==> src/rtl/conv_window_ctrl.sv <==
// conv_window_ctrl: 3x3 sliding-window sequencer (shift enable, position, window valid, backpressure).
// Optional abort input is enabled by defining CONV_CTRL_ABORT_EN.
module conv_window_ctrl #(
    parameter int IMG_W = 28,
    parameter int IMG_H = 28,
    parameter int K     = 3,
    parameter int CW    = 8
) (
    input  logic          clk,
    input  logic          rst_n,
    input  logic          start_i,
    input  logic          pix_valid_i,
    output logic          pix_ready_o,
    input  logic          out_ready_i,
    output logic          shift_en_o,
    output logic          win_valid_o,
    output logic [CW-1:0] col_o,
    output logic [CW-1:0] row_o,
    output logic          busy_o,
`ifdef CONV_CTRL_ABORT_EN
    input  logic          abort_i,
`endif
    output logic          frame_done_o
);
    typedef enum logic [1:0] {IDLE, FILL, RUN, DRAIN} state_t;

    state_t        state_q, state_d;
    logic [CW-1:0] ncol_q, ncol_d, nrow_q, nrow_d, col_q, col_d, row_q, row_d;
    logic          win_q, win_d;
    logic          abort, accept, last_pix, qual_pix, col_wrap, drain_exit;

`ifdef CONV_CTRL_ABORT_EN
    assign abort = abort_i && (state_q != IDLE);
`else
    assign abort = 1'b0;
`endif

    assign pix_ready_o = (state_q == FILL || state_q == RUN) && (!win_q || out_ready_i) && !abort;
    assign accept      = pix_valid_i && pix_ready_o;
    assign col_wrap    = ncol_q == CW'(IMG_W - 1);
    assign last_pix    = col_wrap && nrow_q == CW'(IMG_H - 1);
    assign qual_pix    = ncol_q >= CW'(K - 1) && nrow_q >= CW'(K - 1);
    assign drain_exit  = (state_q == DRAIN) && (!win_q || out_ready_i) && !abort;

    always_ff @(posedge clk or negedge rst_n) begin
        if (!rst_n) state_q <= IDLE;
        else        state_q <= state_d;
    end

    always_comb begin
        state_d = state_q;
        unique case (state_q)
            IDLE:  state_d = start_i ? FILL : IDLE;
            FILL:  state_d = (accept && qual_pix) ? (last_pix ? DRAIN : RUN) : FILL;
            RUN:   state_d = (accept && last_pix) ? DRAIN : RUN;
            DRAIN: state_d = drain_exit ? IDLE : DRAIN;
            default: state_d = IDLE;
        endcase
        if (abort) state_d = IDLE;
    end

    always_comb begin
        shift_en_o   = accept;
        win_valid_o  = win_q;
        col_o        = col_q;
        row_o        = row_q;
        busy_o       = state_q != IDLE;
        frame_done_o = drain_exit;
    end

    // Next-pixel position counters and the window-valid flag.
    always_comb begin
        ncol_d = ncol_q;
        nrow_d = nrow_q;
        col_d  = col_q;
        row_d  = row_q;
        win_d  = win_q && !out_ready_i;
        if ((state_q == IDLE && start_i) || abort) begin
            ncol_d = '0;
            nrow_d = '0;
            col_d  = '0;
            row_d  = '0;
            win_d  = 1'b0;
        end else if (accept) begin
            ncol_d = col_wrap ? '0 : ncol_q + CW'(1);
            nrow_d = col_wrap ? nrow_q + CW'(1) : nrow_q;
            col_d  = ncol_q;
            row_d  = nrow_q;
            win_d  = qual_pix || (win_q && !out_ready_i);
        end
    end

    always_ff @(posedge clk or negedge rst_n) begin
        if (!rst_n) begin
            ncol_q <= '0;
            nrow_q <= '0;
            col_q  <= '0;
            row_q  <= '0;
            win_q  <= 1'b0;
        end else begin
            ncol_q <= ncol_d;
            nrow_q <= nrow_d;
            col_q  <= col_d;
            row_q  <= row_d;
            win_q  <= win_d;
        end
    end
endmodule

==> config.mk <==
export PLATFORM = sky130hd
export DESIGN_NAME = conv_window_ctrl
export DESIGN_NICKNAME = d
export VERILOG_FILES = /design/src/rtl/conv_window_ctrl.sv
export SDC_FILE = /design/constraint.sdc
export NUM_CORES = 1
export LEC_CHECK = 0
export BUFFER_PORTS_ARGS = -buffer_cell sky130_fd_sc_hd__buf_2
export CORE_MARGIN = 2
export CORE_UTILIZATION = 35
export CTS_CLUSTER_DIAMETER = 50
export DETAILED_ROUTE_END_ITERATION = 7
export HOLD_SLACK_MARGIN = 0.03
export REMOVE_ABC_BUFFERS = 1
export SYNTH_ARGS = -nofsm -noshare
export SYNTH_HDL_FRONTEND = slang
export SYNTH_SLANG_ARGS = --single-unit
==> constraint.sdc <==
create_clock -name clk -period 5.25 [get_ports clk]
set_clock_uncertainty 0.05 [all_clocks]
set_input_delay 0.7875 -clock clk [delete_from_list [all_inputs] [get_ports clk]]
set_output_delay 0.7875 -clock clk [all_outputs]
set_load 0.005 [all_outputs]
==> results list <==
- The run finished with clean final reports.
- The startpoint identified for the worst hold timing path is col_o[4]$_DFFE_PN0P_.
- The first global-routing pass estimated 6150 um of wire.
- The first routing iteration left 60 violations.
- Initial standard-cell utilization of the core: 35.8%
- For the worst-skew pair, the clock arrives at the later sink with an insertion delay of 290 ps.
- Final period util: approximately half
- Proportion of layout cells with a drive suffix above 1: 18.1%
* Worst Reg2Reg Path Length in Cells: 8
* R2r endpoint: nrow_q[7]$_DFFE_PN0P_
- Number of max-cap violations: 0
- Number of distinct library cell variants in the gate-level netlist after synthesis: 35
- Clock tree from TritonCTS: built
- Slew Viols, Final: 0
* Instance count after placement with tap cells included: 278
- Global routing used 14.5% of the available tracks.
- Counting instances, the worst hold path has a depth of 2.
- The worst setup path is launched from a register.
* Maximum number of pins on one net before global-route repair: 36
- Required @ worst endpoint: 4410 ps
- Yosys printed 0 warnings.
- After synthesis the netlist holds a flip-flop and latch count of 35.
- Unrepaired setup endpoints after global routing: no
- Count of flip-flops with a built-in enable after synthesis: 0
- CP Data Arrival Time: ~1900 ps
- CTS Buffer Depth: 2
* Vias: ~1400
* Hold violation count in the final report: 0
- Cell at the root of the clock tree: clkbuf_8
- Setup slack of the most critical reg-to-reg path: between 2000 and 3000 ps
* Number of antenna cells inserted: 0
* Static Leakage: 0.000979 uW
* Number of buffers inserted to repair setup after CTS: 0
- Avg Cell Area, Syn: between 9 and 10 sq um
- Gate count after technology mapping: 190
- The net count of the finished layout is 229.
- STA classifies the critical path endpoint as an output pin.
* Post-DR wirelength/cell: 12.7 um
- Walking the worst path, the cells encountered are inv_1, ha_1, nand3_1, buf_4, clkinv_4, buf_2.
* Placement Rows: 26
* Hold Crit Class: register to register
* Residual DRC: 0
- In the synthesized netlist the dominant register cell turns out to be dfrtp_1.
- The final layout contains routed wiring with a total length of 3630 um.
- Number of antenna violations at the first check in global routing: 0
- The startpoint identified for the worst register-to-register timing path is state_q[0]$_DFF_PN0_.
- Crit path kind: register to output pin
- Min Tclk post-route: 2690 ps
- In this run the count of I/O pins placed on the die edge is 26.
* Area enclosed by the die boundary: 0.00571 sq mm
- Post-Place Worst Slack: 2560 ps
* Width of the die: between 70 and 80 um
* PnR worst setup slack: between 2000 and 3000 ps
* Fin cells: roughly 290
- Peak fanout along the critical path: 28
* Mapped cell area: 0.00179 sq mm
* Fmax: around 370 MHz
- Routability-driven placement finished with a final weighted congestion of 0.777.
- The worst pin sits at a relative slew slack of 48.1%.
- Maximum VDD drop: between 0.15 and 0.2 mV
- Clock transition time at the flip-flop clock pins of the worst setup and hold paths: roughly 70 ps
- The number of gates resized after CTS was 0.
- The die is 75.6 um tall.
- Using the TritonRoute via totals, the vias-per-cell ratio works out to 4.88.
- Clock tree synthesis found a total of 35 sinks.
- Vias in the first global route: about 1300
- Critical Path Max Stage Delay: 380 ps
- Number of hold buffers added after cts: 0
- The floorplan step defined a core boundary enclosing 0.00501 sq mm.
- Portion of the post-synthesis area used by sequential elements: around half
- Worst-margin pin slew: between 700 and 800 ps
- Port buffering added 25 buffers.
* Final count of negative-setup-slack endpoints: 0
- Most common cell after layout, fill and taps aside: nand2_1
* Post-synth ARST share: 100%
* Number of levels in the clock H-tree: 2
* ANT nets after route: 0
- Inserted Clock Buffers: 5
* Iteration count of the initial detailed-routing pass: 4
- Once detailed placement completed, the half-perimeter wirelength came to 2330 um.
* Syn-to-layout area delta: 15.2%
- Highest-count cells in the layout ignoring fill and taps: nand2_1 (37), dfrtp_1 (35), buf_2 (25)
- Slowest stage cell on the critical path: dfrtp_1
- The worst hold path terminates at col_o[4]$_DFFE_PN0P_.
- After routing, the total negative slack on setup checks comes to 0 ps.
- In this run the power density over the cells is 358 mW/mm^2.
- Total congestion overflow: 0
==> state kept, by name, summed over array words and instances (netlist names) <==
signal,flops
col_o,8
ncol_q,8
nrow_q,8
row_o,8
state_q,2
win_valid_o,1
==> metrics by stage <==
stage	utilization, %	power (uW)	instance area, sq um	hold WS [ps]
detailed placement	39.2	530	1960	463
global route	41.2	792	2060	497
CTS	41.2	749	2060	473
global placement	39.2	528	1960	462
finish	41.2	738	2060	466
floorplan	-	456	1740	442
==> layer usage <==
| metal | wire length (um) | track usage [%] | vias to the layer above |
|---|---|---|---|
| met2 | 1550 | 22.2 | 24 |
| met3 | 139 | 3.57 | 5 |
| met5 | 0 | 0 | - |
| met4 | 70 | 5.85 | 0 |
| met1 | 1870 | 19.7 | 660 |
| li1 | - | - | 706 |
==> worst max-delay path by stage <==
| stage | slack (ps) | startpoint | to |
|---|---|---|---|
| 2_1_floorplan | 2690 | out_ready_i | nrow_q[7]$_DFFE_PN0P_ |
| 3_5_place_dp | 2560 | out_ready_i | shift_en_o |
| 3_3_place_gp | 2580 | out_ready_i | shift_en_o |
| 5_1_grt | 2410 | state_q[0]$_DFF_PN0_ | shift_en_o |
| 6_report | 2560 | state_q[0]$_DFF_PN0_ | shift_en_o |
| 4_1_cts | 2530 | state_q[0]$_DFF_PN0_ | shift_en_o |
==> power by group <==
| group | total (uW) | internal, uW | switching (uW) |
|---|---|---|---|
| combinational | 200 | 66.6 | 133 |
| sequential | 324 | 294 | 29.9 |
| clock | 214 | 120 | 94.8 |
| total | 738 | 480 | 258 |
==> critical path, delay by kind of cell, from the launching register on <==
family | cells | cell delay, ps
adder cells (fa/ha/maj) | 1 | 310
flip-flops | 1 | 380
AND/OR/NAND/NOR | 1 | 70
buffers and inverters | 4 | 790
==> cell type report <==
| class | count | area (sq um) |
|---|---|---|
| Timing Repair Buffer | 26 | 133 |
| Fill cell | 520 | 2950 |
| Sequential cell | 35 | 876 |
| Tap cell | 70 | 87.6 |
| Clock buffer | 8 | 100 |
| Multi-Input combinational cell | 139 | 832 |
| Inverter | 8 | 35.0 |
==> cells by family (layout without fill, tap and decap cells) <==
group                    after synthesis  after routing  synth area share, %
flip-flops                            35             35                 48.9
buffers and inverters                 16             42                 4.68
adder cells (fa/ha/maj)                9              9                 6.29
AO/OA/AOI/OAI                         42             42                 14.1
XOR/XNOR                               7              7                 3.42
AND/OR/NAND/NOR                       81             81                 22.6
==> synth_stat cells (4+ instances only) <==
master	instances	area [sq um]
xor2_1	6	52.6
inv_1	7	26.3
nand3_1	4	20.0
clkbuf_1	5	18.8
o2111ai_1	4	35.0
nand2_1	37	139
or3_1	4	25.0
o21ai_1	5	25.0
nor2_1	16	60.1
a21oi_1	23	115
dfrtp_1	35	876
ha_1	9	113
(Power assumes the default switching activity.)
